[config.mk]
export PLATFORM = sky130hd
export DESIGN_NAME = hc259_writer
export DESIGN_NICKNAME = d
export VERILOG_FILES = /design/src/rtl/hc259_writer.sv
export SDC_FILE = /design/constraint.sdc
export NUM_CORES = 1
export LEC_CHECK = 0
export ABC_AREA = 1
export CAP_MARGIN = 20
export CELL_PAD_IN_SITES_DETAIL_PLACEMENT = 0
export CELL_PAD_IN_SITES_GLOBAL_PLACEMENT = 2
export CORE_ASPECT_RATIO = 0.75
export CORE_MARGIN = 4
export CORE_UTILIZATION = 27
export DETAILED_ROUTE_END_ITERATION = 10
export GPL_TIMING_DRIVEN = 0
export HOLD_SLACK_MARGIN = 0.15
export PLACE_DENSITY = 0.75
export SLEW_MARGIN = 10
export SYNTH_ARGS = -nofsm -noshare
export SYNTH_HDL_FRONTEND = slang
export SYNTH_SLANG_ARGS = --single-unit
[constraint.sdc]
create_clock -name CLK -period 1.65 [get_ports CLK]
set_clock_uncertainty 0.1 [all_clocks]
set_input_delay 0.33 -clock CLK [delete_from_list [all_inputs] [get_ports CLK]]
set_output_delay 0.33 -clock CLK [all_outputs]
set_load 0.01 [all_outputs]
[src/rtl/hc259_writer.sv]
// Bit-serial writer for an external 74HC259-style addressable latch, with a shadow copy of its contents.
// Optional HC259_WRITER_SKIP_EN: bits already matching SHADOW take a 1-cycle SKIP instead of a strobe.
module hc259_writer #(
    parameter int SETUP_CYC = 1,
    parameter int LE_CYC    = 1
) (
    input  logic       CLK,
    input  logic       nRST,
    input  logic       START,
    input  logic       CLR,
    input  logic [7:0] DATA,
    output logic [2:0] A,
    output logic       D,
    output logic       nLE,
    output logic       nMR,
    output logic       BUSY,
    output logic       DONE,
    output logic [7:0] SHADOW
);

    localparam logic [2:0] IDLE   = 3'd0;
    localparam logic [2:0] CLEAR  = 3'd1;
    localparam logic [2:0] SETUP  = 3'd2;
    localparam logic [2:0] STROBE = 3'd3;
    localparam logic [2:0] HOLD   = 3'd4;
    localparam logic [2:0] FIN    = 3'd5;
`ifdef HC259_WRITER_SKIP_EN
    localparam logic [2:0] SKIP   = 3'd6;
`endif

    localparam logic [2:0] SETUP_LAST = 3'(SETUP_CYC - 1);
    localparam logic [2:0] LE_LAST    = 3'(LE_CYC - 1);

    logic [2:0] state;
    logic [2:0] stateNext;
    logic [2:0] cnt;
    logic [2:0] cntNext;
    logic [2:0] idx;
    logic [2:0] idxNext;
    logic [7:0] dataReg;
    logic [7:0] srcData;

    // In IDLE the bit about to be presented comes straight from DATA, before dataReg is loaded.
    assign srcData = (state == IDLE) ? DATA : dataReg;

    always_comb begin
        stateNext = state;
        cntNext   = cnt;
        idxNext   = idx;
        case (state)
            IDLE: begin
                if (CLR) begin
                    stateNext = CLEAR;
                end else if (START) begin
                    idxNext = '0;
                    cntNext = '0;
`ifdef HC259_WRITER_SKIP_EN
                    stateNext = (DATA[0] == SHADOW[0]) ? SKIP : SETUP;
`else
                    stateNext = SETUP;
`endif
                end
            end
            CLEAR: begin
                stateNext = FIN;
            end
            SETUP: begin
                if (cnt == SETUP_LAST) begin
                    cntNext   = '0;
                    stateNext = STROBE;
                end else begin
                    cntNext = cnt + 3'd1;
                end
            end
            STROBE: begin
                if (cnt == LE_LAST) begin
                    cntNext   = '0;
                    stateNext = HOLD;
                end else begin
                    cntNext = cnt + 3'd1;
                end
            end
`ifdef HC259_WRITER_SKIP_EN
            HOLD, SKIP: begin
`else
            HOLD: begin
`endif
                if (idx == 3'd7) begin
                    stateNext = FIN;
                end else begin
                    idxNext = idx + 3'd1;
                    cntNext = '0;
`ifdef HC259_WRITER_SKIP_EN
                    stateNext = (dataReg[idxNext] == SHADOW[idxNext]) ? SKIP : SETUP;
`else
                    stateNext = SETUP;
`endif
                end
            end
            FIN: begin
                stateNext = IDLE;
            end
            default: begin
                stateNext = IDLE;
            end
        endcase
    end

    // Outputs are registered from the next state so they line up exactly with the state register.
    always_ff @(posedge CLK) begin
        if (!nRST) begin
            state   <= IDLE;
            cnt     <= '0;
            idx     <= '0;
            dataReg <= '0;
            A       <= '0;
            D       <= 1'b0;
            nLE     <= 1'b1;
            nMR     <= 1'b0;
            BUSY    <= 1'b0;
            DONE    <= 1'b0;
            SHADOW  <= '0;
        end else begin
            state <= stateNext;
            cnt   <= cntNext;
            idx   <= idxNext;
            if (state == IDLE && !CLR && START) begin
                dataReg <= DATA;
            end
            nLE  <= (stateNext != STROBE);
            nMR  <= (stateNext != CLEAR);
            BUSY <= !(stateNext == IDLE || stateNext == FIN);
            DONE <= (stateNext == FIN);
            // A/D only move on entry to SETUP, so they are frozen through STROBE, HOLD and SKIP.
            if (stateNext == SETUP && state != SETUP) begin
                A <= idxNext;
                D <= srcData[idxNext];
            end
            if (stateNext == CLEAR) begin
                SHADOW <= '0;
            end else if (state == STROBE && stateNext == HOLD) begin
                SHADOW[idx] <= dataReg[idx];
            end
        end
    end

endmodule

Word level (Yosys, flattened, before mapping) --
Index checks and enable logic that the tools add are counted.
Storage, ports and cells: register bits after elaboration 33, latch bits 0, memory bits (writable) 0, bits in read-only memories 0, input bits 12, output and inout bits 16, logic and storage cells 70, memories kept 0
Cells by class: add/subtract/negate cells 2, multipliers 0, div/mod/pow operators 0, order comparisons 3, equality and inequality tests 15, shift operators 0, mux-type cells 23, bitwise operators 1, reductions and logical operators 15
Operators with widths (count):
- $mux W3 | 12
- $pmux W3 S5 | 1
- $eq A3 B3 Y1 const B | 4
- $eq A3 B2 Y1 const B | 3
- $logic_not A3 Y1 | 3
- $pmux W3 S3 | 1
- $bwmux W8 | 1
- $lt A3 B4 Y1 const B | 2
- $mux W8 | 1
- $add A3 B1 Y3 const B | 2
- $bmux W1 S3 | 2
- $eq A3 B1 Y1 const B | 2
- $ne A2 B2 Y1 const B | 3
- $ne A3 B2 Y1 const B | 2
- $pmux W3 S2 | 1
- $logic_and A1 B1 Y1 | 5
- $reduce_and A4 Y1 | 1
- $reduce_or A2 Y1 | 2
- $demux W1 S3 | 1
- $ge A3 B1 Y1 const B | 1
- $mux W1 | 3
- $ne A3 B1 Y1 const B | 1
- $reduce_bool A3 Y1 | 1
- $logic_not A1 Y1 | 2
- 2 further kinds | 2

Logic depth before layout (Yosys ltp) --
depth in word-level cells 6, gate-level depth with buffers 12, depth with buffers taken out 12

Least setup slack after synthesis --
No wires, ideal clock.
path kind reg-to-reg, from register idx[0], to register D, library setup time 0.131 ns, data arrival time 1.370 ns, data required time 1.419 ns, path slack 0.050 ns, cell stages (with the launch flop) 13, path buffers 0, period minus slack after synthesis 1.600 ns, path through dfxtp_1 -> ha_1 -> nand2_1 -> nand2_1 -> nand2_2 -> nand2_4 -> nand2_4 -> nand2_1 -> nand2_1 -> nand2_1 -> nand3_2 -> nand3_2 -> a21oi_2
On the way: word-level cells in the longest chain between the ends 5, elaborated cells between the ends (all ways) 12, classes of those cells add/sub (1); eq/ne (2); mux (8); reduce/logical (1)
RTL lines:
- start, declared | line 38 | logic [2:0] idx;
- start signal, assigned | line 126 | idx <= idxNext;
- $add A3 B1 Y3 (tied with other cells) | line 91 | idxNext = idx + 3'd1;
- $mux W3 (on tied branches) | line 88, 52
- $pmux W3 S2 / $pmux W3 S5 (equally long branches) | line 50 | case (state)
- $bmux W1 S3 / $eq A3 B2 Y1 (equally long branches) | line 137, 135
- $mux W1 (implied by the code) / $logic_and A1 B1 Y1 (equally long branches) | line 137, 135
- end signal, assigned | line 137 | D <= srcData[idxNext];
- end, declared | line 13 | output logic D,
Several ways; a longest one is shown, not always the timed one. The select of a mux whose other input is x is not followed. A chain may end at the register's enable or synchronous reset.

Worst setup path after layout --
from register state[0], to register D
On the way: word-level cells in the longest chain between the ends 5, elaborated cells between the ends (all ways) 17, classes of those cells eq/ne (6); mux (9); reduce/logical (2)
RTL lines:
- start, declared | line 34 | logic [2:0] state;
- start signal, assigned | line 124 | state <= stateNext;
- parallel branches: the longest is 5 deep, another holds $eq A3 B3 Y1
Several ways; the timed one is not identified. The select of a mux whose other input is x is not followed.

==> impl_metrics.py <==
metrics = {
    "synth": {
        "synth_top_area_share_pct": 37.34,
        "post_synth_xor_area_fraction_pct": 0,
        "yosysSeqAreaShare_pct": 37.34,
        "synth_compound_area_share_pct": 12.80,
        "synth_edf_count": 0,
        "synth_simple_gate_area_share_pct": 36.70,
        "synth_mux_area_share_pct": 0,
        "synthTopCellsByCount": "nand2_1, dfxtp_1, inv_1, nor2_1, nand3_1",
        "synth-seq-cells": 33,
        "ys_top_cells_by_area": "dfxtp_1, nand2_1, inv_1",
        "synth-main-ff-cell": "dfxtp_1",
        "yosys.cell_count.top_type": "nand2_1",
        "synth_area_sq_um": 1769,
        "syn-instance-count": 248,
        "synth_top_area_cell": "dfxtp_1",
        "synth_async_sr_flop_share_pct": 0,
        "yosys_warnings": 0,
        "synthAdderAreaFrac_pct": 2.122,
        "syn_nets": 263,
        "synth_top_family_by_area": "simple AND/OR/NAND/NOR gates",
        "synth_cell_type_count": 29,
        "syn_avg_cell_area_sq_um": 7.134,
    },
    "floorplan": {
        "ios": 28,
        "die_h_um": 78.11,
        "start_util_pct": 28.00,
        "die-area_sq_um": 7925,
        "rows": 25,
        "core_sq_um": 6319,
        "fp.dieW_um": 101.5,
    },
    "drt": {
        "drt_iter0_drc": 86,
        "wl_per_cell_um": 13.16,
        "vias": 1726,
        "post-route-drc-count": 0,
        "drtPass1Iterations": 4,
        "ant_nets": 0,
        "wl_mm": 5.028,
        "viasPerCell": 4.518,
    },
    "worst_hold_path": {
        "hold_path_class": "flop to flop",
    },
    "power_and_ir_drop": {
        "p_sw_share_pct": 35.32,
        "clockPowerShare_pct": 26.8,
        "finalPower_uw": 3011,
        "power.switching_uw": 1063,
        "cellPowerDensity_nw_per_um2": 1147,
        "peakVddDrop_v": 0.0005819,
        "p_int_uw": 1947,
        "leakage_uw": 0.001203,
        "power.share.combinational_pct": 40.8,
        "power_frac_seq_pct": 32.4,
    },
    "sta": {
        "rsz0062_at_grt": "true",
        "drv_slew": 0,
        "setup-violations-final": 0,
        "whs_ns": 0.3486,
        "slew_headroom_pct": 60.42,
        "period_minus_slack_ns": 1.614,
        "hold_viol": 0,
        "fin_setup_tns_ns": 0,
        "worstMarginPinSlew_ns": 0.5936,
        "fmax_ghz": 0.6194,
        "timing.final.crit_share_pct": 97.84,
    },
    "global_route": {
        "grt_pass1_vias": 1535,
        "gr-total-overflow": 0,
        "grt_pass1_wl_mm": 7.845,
        "antenna_found_initial": 0,
        "grt_usage_pct": 12.82,
        "grt_start_max_net_pins": 11,
    },
    "status": {
        "run_status": "finished clean",
    },
    "clock_tree": {
        "clock_path_buffers": 2,
        "worstSkewPairLatency_ns": 0.29,
        "hold_buffers": 0,
        "clockRootBuffer": "clkbuf_8",
        "cts_buffers": 5,
        "clk_pin_slew_ns": 0.07,
        "cts_sinks": 33,
        "cts_tree": "built",
        "htree_levels": 2,
    },
    "final_layout": {
        "area_delta_synth_final_pct": 48.30,
        "final_nets": 315,
        "nFillCells": 665,
        "drive_gt1_share_pct": 29.90,
        "final_cell_count_no_fill": 382,
        "diodes": 0,
    },
    "placement": {
        "dp_hpwl_mm": 3.421,
        "portBuffers": 27,
        "placed_cells": 356,
        "globalplace.congestion": 0.7663,
    },
    "setup_path": {
        "start_kind": "flop",
        "cp.required_ns": 1.77,
        "crit_path_max_fanout": 5,
        "setup.worst_path.end_class": "flop",
        "worstPathArrival_ns": 1.73,
        "critPathKind": "flop to flop",
    },
    "run": {
        "maxCapViolations": 0,
    },
}
power by group through the flow:
stage                     combinational (uW)  clock, uW  sequential [uW]
after floorplan                          616          0              984
after global placement                   911          0              981
after detailed placement                 898          0              978
after CTS                                924        831              966
after global routing                    1350        871              991
final                                   1230        806              977
sequential cells by signal, summed over array words and instances, names as in the netlist, 3 cells and up:
| signal | cells |
|---|---|
| state | 3 |
| cnt | 3 |
| A | 3 |
| dataReg | 8 |
| SHADOW | 8 |
| idx | 3 |
kinds of logic (layout without fill, tap and decap cells):
kind of cell / after synthesis / after routing
flip-flops: 33 / 33
adder cells (fa/ha/maj): 3 / 3
AO/OA/AOI/OAI: 41 / 41
buffers and inverters: 44 / 97
AND/OR/NAND/NOR: 127 / 127
timing repair:
action                                  CTS  global route
endpoints found under the setup margin   21            19
buffers inserted                          3            15
resized for setup                        10            54
pin swaps                                 3            16
worst max-delay path, stage by stage, from the launching register on:
cell and delay [ns]:
dfxtp_4 0.36, nor2_4 0.17, buf_8 0.13, buf_4 0.15, nand3_4 0.09, nand3_2 0.08
nand2_2 0.07, inv_2 0.07, nand2_1 0.06, nand3_2 0.06, nand3_2 0.08, a21oi_2 0.12
stage by stage:
| step | cell area [sq um] | utilization [%] | worst slack [ns] |
|---|---|---|---|
| 4_1_cts | 2312 | 36.59 | 0.003335 |
| 6_report | 2624 | 41.52 | 0.03556 |
| 5_1_grt | 2624 | 41.52 | -0.06852 |
| 3_3_place_gp | 2141 | 33.88 | -0.5107 |
| 2_1_floorplan | 1769 | - | 0.04962 |
| 3_5_place_dp | 2141 | 33.88 | -0.4740 |
layout by cell type (no fill, tap or decap), types with 2 or more instances in the layout:
| master | count |
|---|---|
| nand2_1 | 50 |
| inv_1 | 27 |
| dfxtp_1 | 26 |
| clkdlybuf4s50_1 | 20 |
| a21oi_1 | 18 |
| nor2_1 | 18 |
| buf_4 | 15 |
| nand3_1 | 14 |
| o21ai_0 | 11 |
| nand3_2 | 8 |
| nand2_2 | 8 |
| nand2_4 | 7 |
| dlymetal6s2s_1 | 7 |
| nand4_1 | 6 |
| clkbuf_8 | 6 |
| inv_2 | 5 |
| nor2_4 | 4 |
| o21ai_1 | 4 |
| dfxtp_4 | 4 |
| inv_4 | 3 |
| nand3_4 | 3 |
| nor2_2 | 3 |
| o211ai_1 | 3 |
| dfxtp_2 | 3 |
| buf_8 | 2 |
| buf_6 | 2 |
| a21oi_2 | 2 |
| clkbuf_1 | 2 |
| nor4_4 | 2 |
| ha_1 | 2 |
| buf_12 | 2 |
final cells by class:
cell class | instances | area, sq um | area share (%)
inverter | 37 | 151.4 | 5.770
sequential | 33 | 679.4 | 25.89
multi-input combinational | 171 | 1062 | 40.49
timing repair buffer | 45 | 451.7 | 17.22
clock inverter | 1 | 30.03 | 1.144
buffer | 7 | 61.31 | 2.337
tap | 81 | 101.3 | 3.863
clock buffer | 7 | 86.33 | 3.290
final timing paths:
kind | start | endpoint | slack (ns) | cells after the start
max reg2reg | state[0]$_SDFF_PN0_ | D$_SDFFE_PN0P_ | 0.04 | 11
max | state[0]$_SDFF_PN0_ | D$_SDFFE_PN0P_ | 0.04 | 11
min reg2reg | cnt[0]$_SDFFE_PN0P_ | cnt[0]$_SDFFE_PN0P_ | 0.35 | 1
min | cnt[0]$_SDFFE_PN0P_ | cnt[0]$_SDFFE_PN0P_ | 0.35 | 1
per-layer routing:
metal / GRT usage, % / vias up / share of wire, %
met1: 20.25 / 779 / 53
met2: 16.25 / 41 / 40
met4: 3.187 / 0 / 0.32
met5: 0 / - / 0
li1: - / 904 / -
met3: 3.996 / 2 / 5.8
(Power assumes the default switching activity.)
==> RTL change 1 (same settings) <==
Build with the macro `HC259_WRITER_SKIP_EN` defined.
--- a/src/rtl/hc259_writer.sv
+++ b/src/rtl/hc259_writer.sv
@@ -1,5 +1,7 @@
 // Bit-serial writer for an external 74HC259-style addressable latch, with a shadow copy of its contents.
 // Optional HC259_WRITER_SKIP_EN: bits already matching SHADOW take a 1-cycle SKIP instead of a strobe.
+`define HC259_WRITER_SKIP_EN
+
 module hc259_writer #(
     parameter int SETUP_CYC = 1,
     parameter int LE_CYC    = 1
Behaviour: not the same (a bounded check fails within 4 cycles, from zero or initial values and one cycle with nRST low).
==> RTL change 1 against the original RTL <==
The flow now finishes with violations (setup timing). Final cell count increased by 24%. Highest routed layer unchanged. Critical path type unchanged. Worst setup slack got worse by 170 ps. Synthesized area increased by 16%. Wire length is 28% higher. Final area increased by 14%. Sequential cell count unchanged.
Power is not compared: it rests on default switching activity, and its combinational part moved more than twofold at a synthesized area within 25%.
==> RTL change 1: results (changes against the original RTL) <==
metric;value;unit;change
yosysSeqAreaShare;32.25;%;was 37.34%
multi_input_area_share;45.15;%;was 40.49%
n_clock_buffer;7;;unchanged
antenna_found_initial;0;;unchanged
synth_compound_area_share;13.99;%;was 12.80%
grt_pass1_wl;10570;µm;was 7845 µm
top_regs;SHADOW x8, dataReg x8;;unchanged
relSlewSlack;72.34;%;was 60.42%
clock-root-buffer;clkbuf_8;;unchanged
numCtsBuffers;5;;unchanged
fin_nets;390;;was 315
synth.area.top_cells;dfxtp_1 32%, nand2_1 15%, inv_1 10%;;was dfxtp_1 37%, nand2_1 12%, inv_1 6.6%
setup_violations;5;;was 0
clk_pin_slew;70;ps;about the same
wl_per_cell;13.50;µm;was 13.16 µm
timing.final.ws_setup;-133.9;ps;was 35.56 ps
yosys_warnings;0;;unchanged
vias;2177;;was 1726
clk_latency;290;ps;about the same
io_buffers;27;;unchanged
cts_max_level;2;;unchanged
synthTopCellsByCount;84 x nand2_1, 57 x inv_1, 37 x nand3_1, 33 x dfxtp_1, 24 x nor2_1;;was 56 x nand2_1, 33 x dfxtp_1, 31 x inv_1, 23 x nor2_1, 20 x nand3_1
nNonClkBuffers;49;;was 52
grt_pass1_vias;2060;;was 1535
peakVddDrop;436.5;µV;
seq_cells;33;;unchanged
worst-path-max-fanout;6;;was 5
status;complete, but fails checks;;was finished clean
initialDrtViolationCount;81;;was 86
synth_fa_ha_area_share;3.054;%;was 2.122%
clk_share;3.888;%;was 4.435%
hpwl;4900;µm;was 3421 µm
worstPathArrival;1870;ps;was 1730 ps
fillers;839;;was 665
synthMuxAreaShare;0;%;unchanged
synth_ff_type;dfxtp_1;;unchanged
inverters;63;;was 37
multi_input_gates;221;;was 171
tns;-302.6;ps;was 0 ps
seq_share;22.66;%;was 25.89%
synth_xor_area_share;0;%;unchanged
gp_congestion;0.8219;;was 0.7663
buf_share;15.47;%;was 19.55%
grt_max_degree;11;;unchanged
synth_nets;341;;was 263
grt_use_total;14.81;%;was 12.82%
dr.pass1.iters;4;;unchanged
violations;setup timing;;
yosysUniqueCellTypes;30;;was 29
drive_gt1_share;25.94;%;was 29.90%
hp-class;reg2reg;;unchanged
RTL change 1: per-stage QoR:
step	cell area (µm²)	setup WS [ps]	std cells	util [%]
floorplan	2102	16.83	324	-
global placement	2499	-529.7	452	33.93
detailed placement	2499	-499.0	452	33.93
CTS	2770	-113.7	465	37.61
global route	2993	-218.7	475	40.64
finish	2993	-133.9	475	40.64
RTL change 1: per-layer routing:
metal	wire, µm	global-route usage [%]	share of wire, %	vias to the layer above
met4	29	3.096	0.45	0
met5	0	0	0	-
met2	2691	20.81	42	45
met3	305	3.263	4.8	4
met1	3385	22.73	53	984
li1	-	-	-	1144
RTL change 1: worst paths after layout:
check,cells past startpoint,endpoint,start,slack [ps]
hold / removal,2,cnt[0],cnt[0],380
setup reg to reg,12,D,idx[1],-130
hold reg to reg,2,cnt[0],cnt[0],380
setup / recovery,12,D,idx[1],-130
RTL change 1: worst max-delay path: stages (launching register included):
cell and delay (ps):
dfxtp_2 360, ha_4 160, ha_4 140, inv_4 40, nand3_4 130, nor2_4 60
buf_4 140, a31oi_4 200, nand3_2 100, nand3_2 70, nand2_1 50, nor2_1 80
nor2_1 40
RTL change 1: cell families after synthesis:
group | after synthesis
AO/OA/AOI/OAI | 51
adder cells (fa/ha/maj) | 5
flip-flops | 33
AND/OR/NAND/NOR | 165
buffers and inverters | 70
RTL change 1: where the power goes:
part | internal, W | switching (W) | leakage (nW)
Combinational | 0.00106 | 0.00157 | 1.01
Sequential | 0.000980 | 0.000153 | 0.273
Clock | 0.000493 | 0.000310 | 0.0585
Total | 0.00254 | 0.00204 | 1.34
RTL change 1: repair_timing:
item / in CTS / in global routing
setup buffers: 5 / 10
gates resized for setup: 30 / 48
pin swaps: 11 / 15
endpoints found under the setup margin: 19 / 24
==> RTL change 2 (same settings) <==
Without the edit above. Register the inputs `START` and `CLR` before use, without a reset. The logic sees them one clock later. The other inputs are not delayed to match.
--- a/src/rtl/hc259_writer.sv
+++ b/src/rtl/hc259_writer.sv
@@ -31,6 +31,14 @@
     localparam logic [2:0] SETUP_LAST = 3'(SETUP_CYC - 1);
     localparam logic [2:0] LE_LAST    = 3'(LE_CYC - 1);
 
+    logic START_q;
+    logic CLR_q;
+
+    always_ff @(posedge CLK) begin
+        START_q <= START;
+        CLR_q   <= CLR;
+    end
+
     logic [2:0] state;
     logic [2:0] stateNext;
     logic [2:0] cnt;
@@ -49,9 +57,9 @@
         idxNext   = idx;
         case (state)
             IDLE: begin
-                if (CLR) begin
+                if (CLR_q) begin
                     stateNext = CLEAR;
-                end else if (START) begin
+                end else if (START_q) begin
                     idxNext = '0;
                     cntNext = '0;
 `ifdef HC259_WRITER_SKIP_EN
@@ -124,7 +132,7 @@
             state <= stateNext;
             cnt   <= cntNext;
             idx   <= idxNext;
-            if (state == IDLE && !CLR && START) begin
+            if (state == IDLE && !CLR_q && START_q) begin
                 dataReg <= DATA;
             end
             nLE  <= (stateNext != STROBE);
Check against the original RTL: not equivalent (Yosys sat finds a counterexample within 4 cycles, from zero or initial values and one cycle with nRST low).
==> RTL change 2 against the original RTL <==
Power down 6.0%. Wire length increased by 1.6%. Sequential share of layout area grew 3.3 points. Clock power decreased by 24%. Final area down 6.2%. Sequential cell count up 2. Synthesized area decreased by 0.28%. Critical path depth shrank 1. Via count fell by 3.1%. Worst setup slack worse by 8.3 ps. Combinational power down 4%. Critical path type unchanged. Critical endpoint unchanged. Largest cell class unchanged.
==> RTL change 2: results (changes against the original RTL) <==
metric;value;unit;change
status;finished clean;;unchanged
cts_resized;9;;was 10
grt_pass1_wl;8252;µm;was 7845 µm
grt_max_degree;12;;was 11
relSlewSlack;63.48;%;was 60.42%
power_leakage;1.153;nW;was 1.203 nW
placedCellCount;360;;was 356
synth_nets;268;;was 263
synth_xor_area_share;0.4965;%;was 0%
synth_fa_ha_area_share;2.128;%;was 2.122%
worstHoldPathCells;2;;was 1
whs_endpoint;A[1];;was cnt[0]
synth_compound_area_share;13.55;%;was 12.80%
hpwl;3592;µm;was 3421 µm
fillers;702;;was 665
via_per_inst;4.459;;was 4.518
hold_ws;367.0;ps;was 348.6 ps
grt_use_total;13.35;%;was 12.82%
gp_congestion;0.7629;;was 0.7663
rr_worst_depth;10;;was 11
dr.pass1.iters;4;;unchanged
drt-total-wl;5107;µm;was 5028 µm
drc;0;;unchanged
grt_pass1_vias;1658;;was 1535
place_area;0.002126;mm²;was 0.002141 mm²
post_cts_buffers;0;;was 3
drive_gt1_share;22.45;%;was 29.90%
worstSetupStartpoint;idx[0];;was state[0]
yosysSeqAreaShare;39.72;%;was 37.34%
timing.final.ws_setup;27.26;ps;was 35.56 ps
pre_cts_slack;-196.2;ps;was -474.0 ps
hp-start;A[1];;was cnt[0]
syn_area_per_cell;6.973;µm²;was 7.134 µm²
final_cells;375;;was 382
fin_nets;309;;was 315
peakVddDrop;508.4;µV;was 581.9 µV
initialDrtViolationCount;78;;was 86
synthTopCellsByCount;59 x nand2_1, 37 x inv_1, 35 x dfxtp_1, 22 x nand3_1, 21 x nor2_1;;was 56 x nand2_1, 33 x dfxtp_1, 31 x inv_1, 23 x nor2_1, 20 x nand3_1
io_buffers;26;;was 27
RTL change 2: changes by cell type in the layout (fill, tap and decap cells not counted), sizes merged, moves of 2 or more:
cell / before / now
clkinvlp: 1 / 3
nor3: 2 / 0
buf: 23 / 12
a21oi: 20 / 16
nand2: 66 / 64
inv: 35 / 38
a211oi: 1 / 3
dfxtp: 33 / 35
RTL change 2: cell type report:
class / instances / area, µm² / share of cell area, %
Sequential cell: 35 / 716.9 / 29.15
Clock inverter: 2 / 13.76 / 0.5595
Tap cell: 81 / 101.3 / 4.120
Multi-Input combinational cell: 170 / 963.4 / 39.17
Buffer: 7 / 67.56 / 2.747
Clock buffer: 5 / 68.82 / 2.798
Timing Repair Buffer: 34 / 355.3 / 14.45
Inverter: 41 / 172.7 / 7.019
RTL change 2: layer usage:
layer  part of all wire (%)  wire length, µm  vias up  GRT usage (%)
met5                      0                0        -              0
met1                     56             2841      732          20.51
met4                    1.1               58        0          3.984
met2                     38             1962       33          17.82
li1                       -                -      900              -
met3                    4.8              244        7          3.414
RTL change 2: through the flow:
| step | utilization [%] | total power [W] |
|---|---|---|
| floorplan | - | 0.001660 |
| global placement | 33.64 | 0.001970 |
| detailed placement | 33.64 | 0.001958 |
| CTS | 35.39 | 0.002611 |
| global route | 38.93 | 0.003053 |
| finish | 38.93 | 0.002831 |
RTL change 2: worst max-delay path: stages, from the launching register on:
cell     delay (ps)
dfxtp_4         390
ha_2            230
nand2_4          80
nand2_1         110
nand3_4         110
nand2_4         110
nand2_1          50
nand3_1          80
nand3_1          90
nand3_2          90
a21oi_2          50
RTL change 2: report_power, final:
group	leakage (nW)	internal [W]	switching [W]
registers	0.290	0.000951	0.0000821
logic	0.819	0.000513	0.000669
clock network	0.0440	0.000289	0.000326
total	1.15	0.00175	0.00108
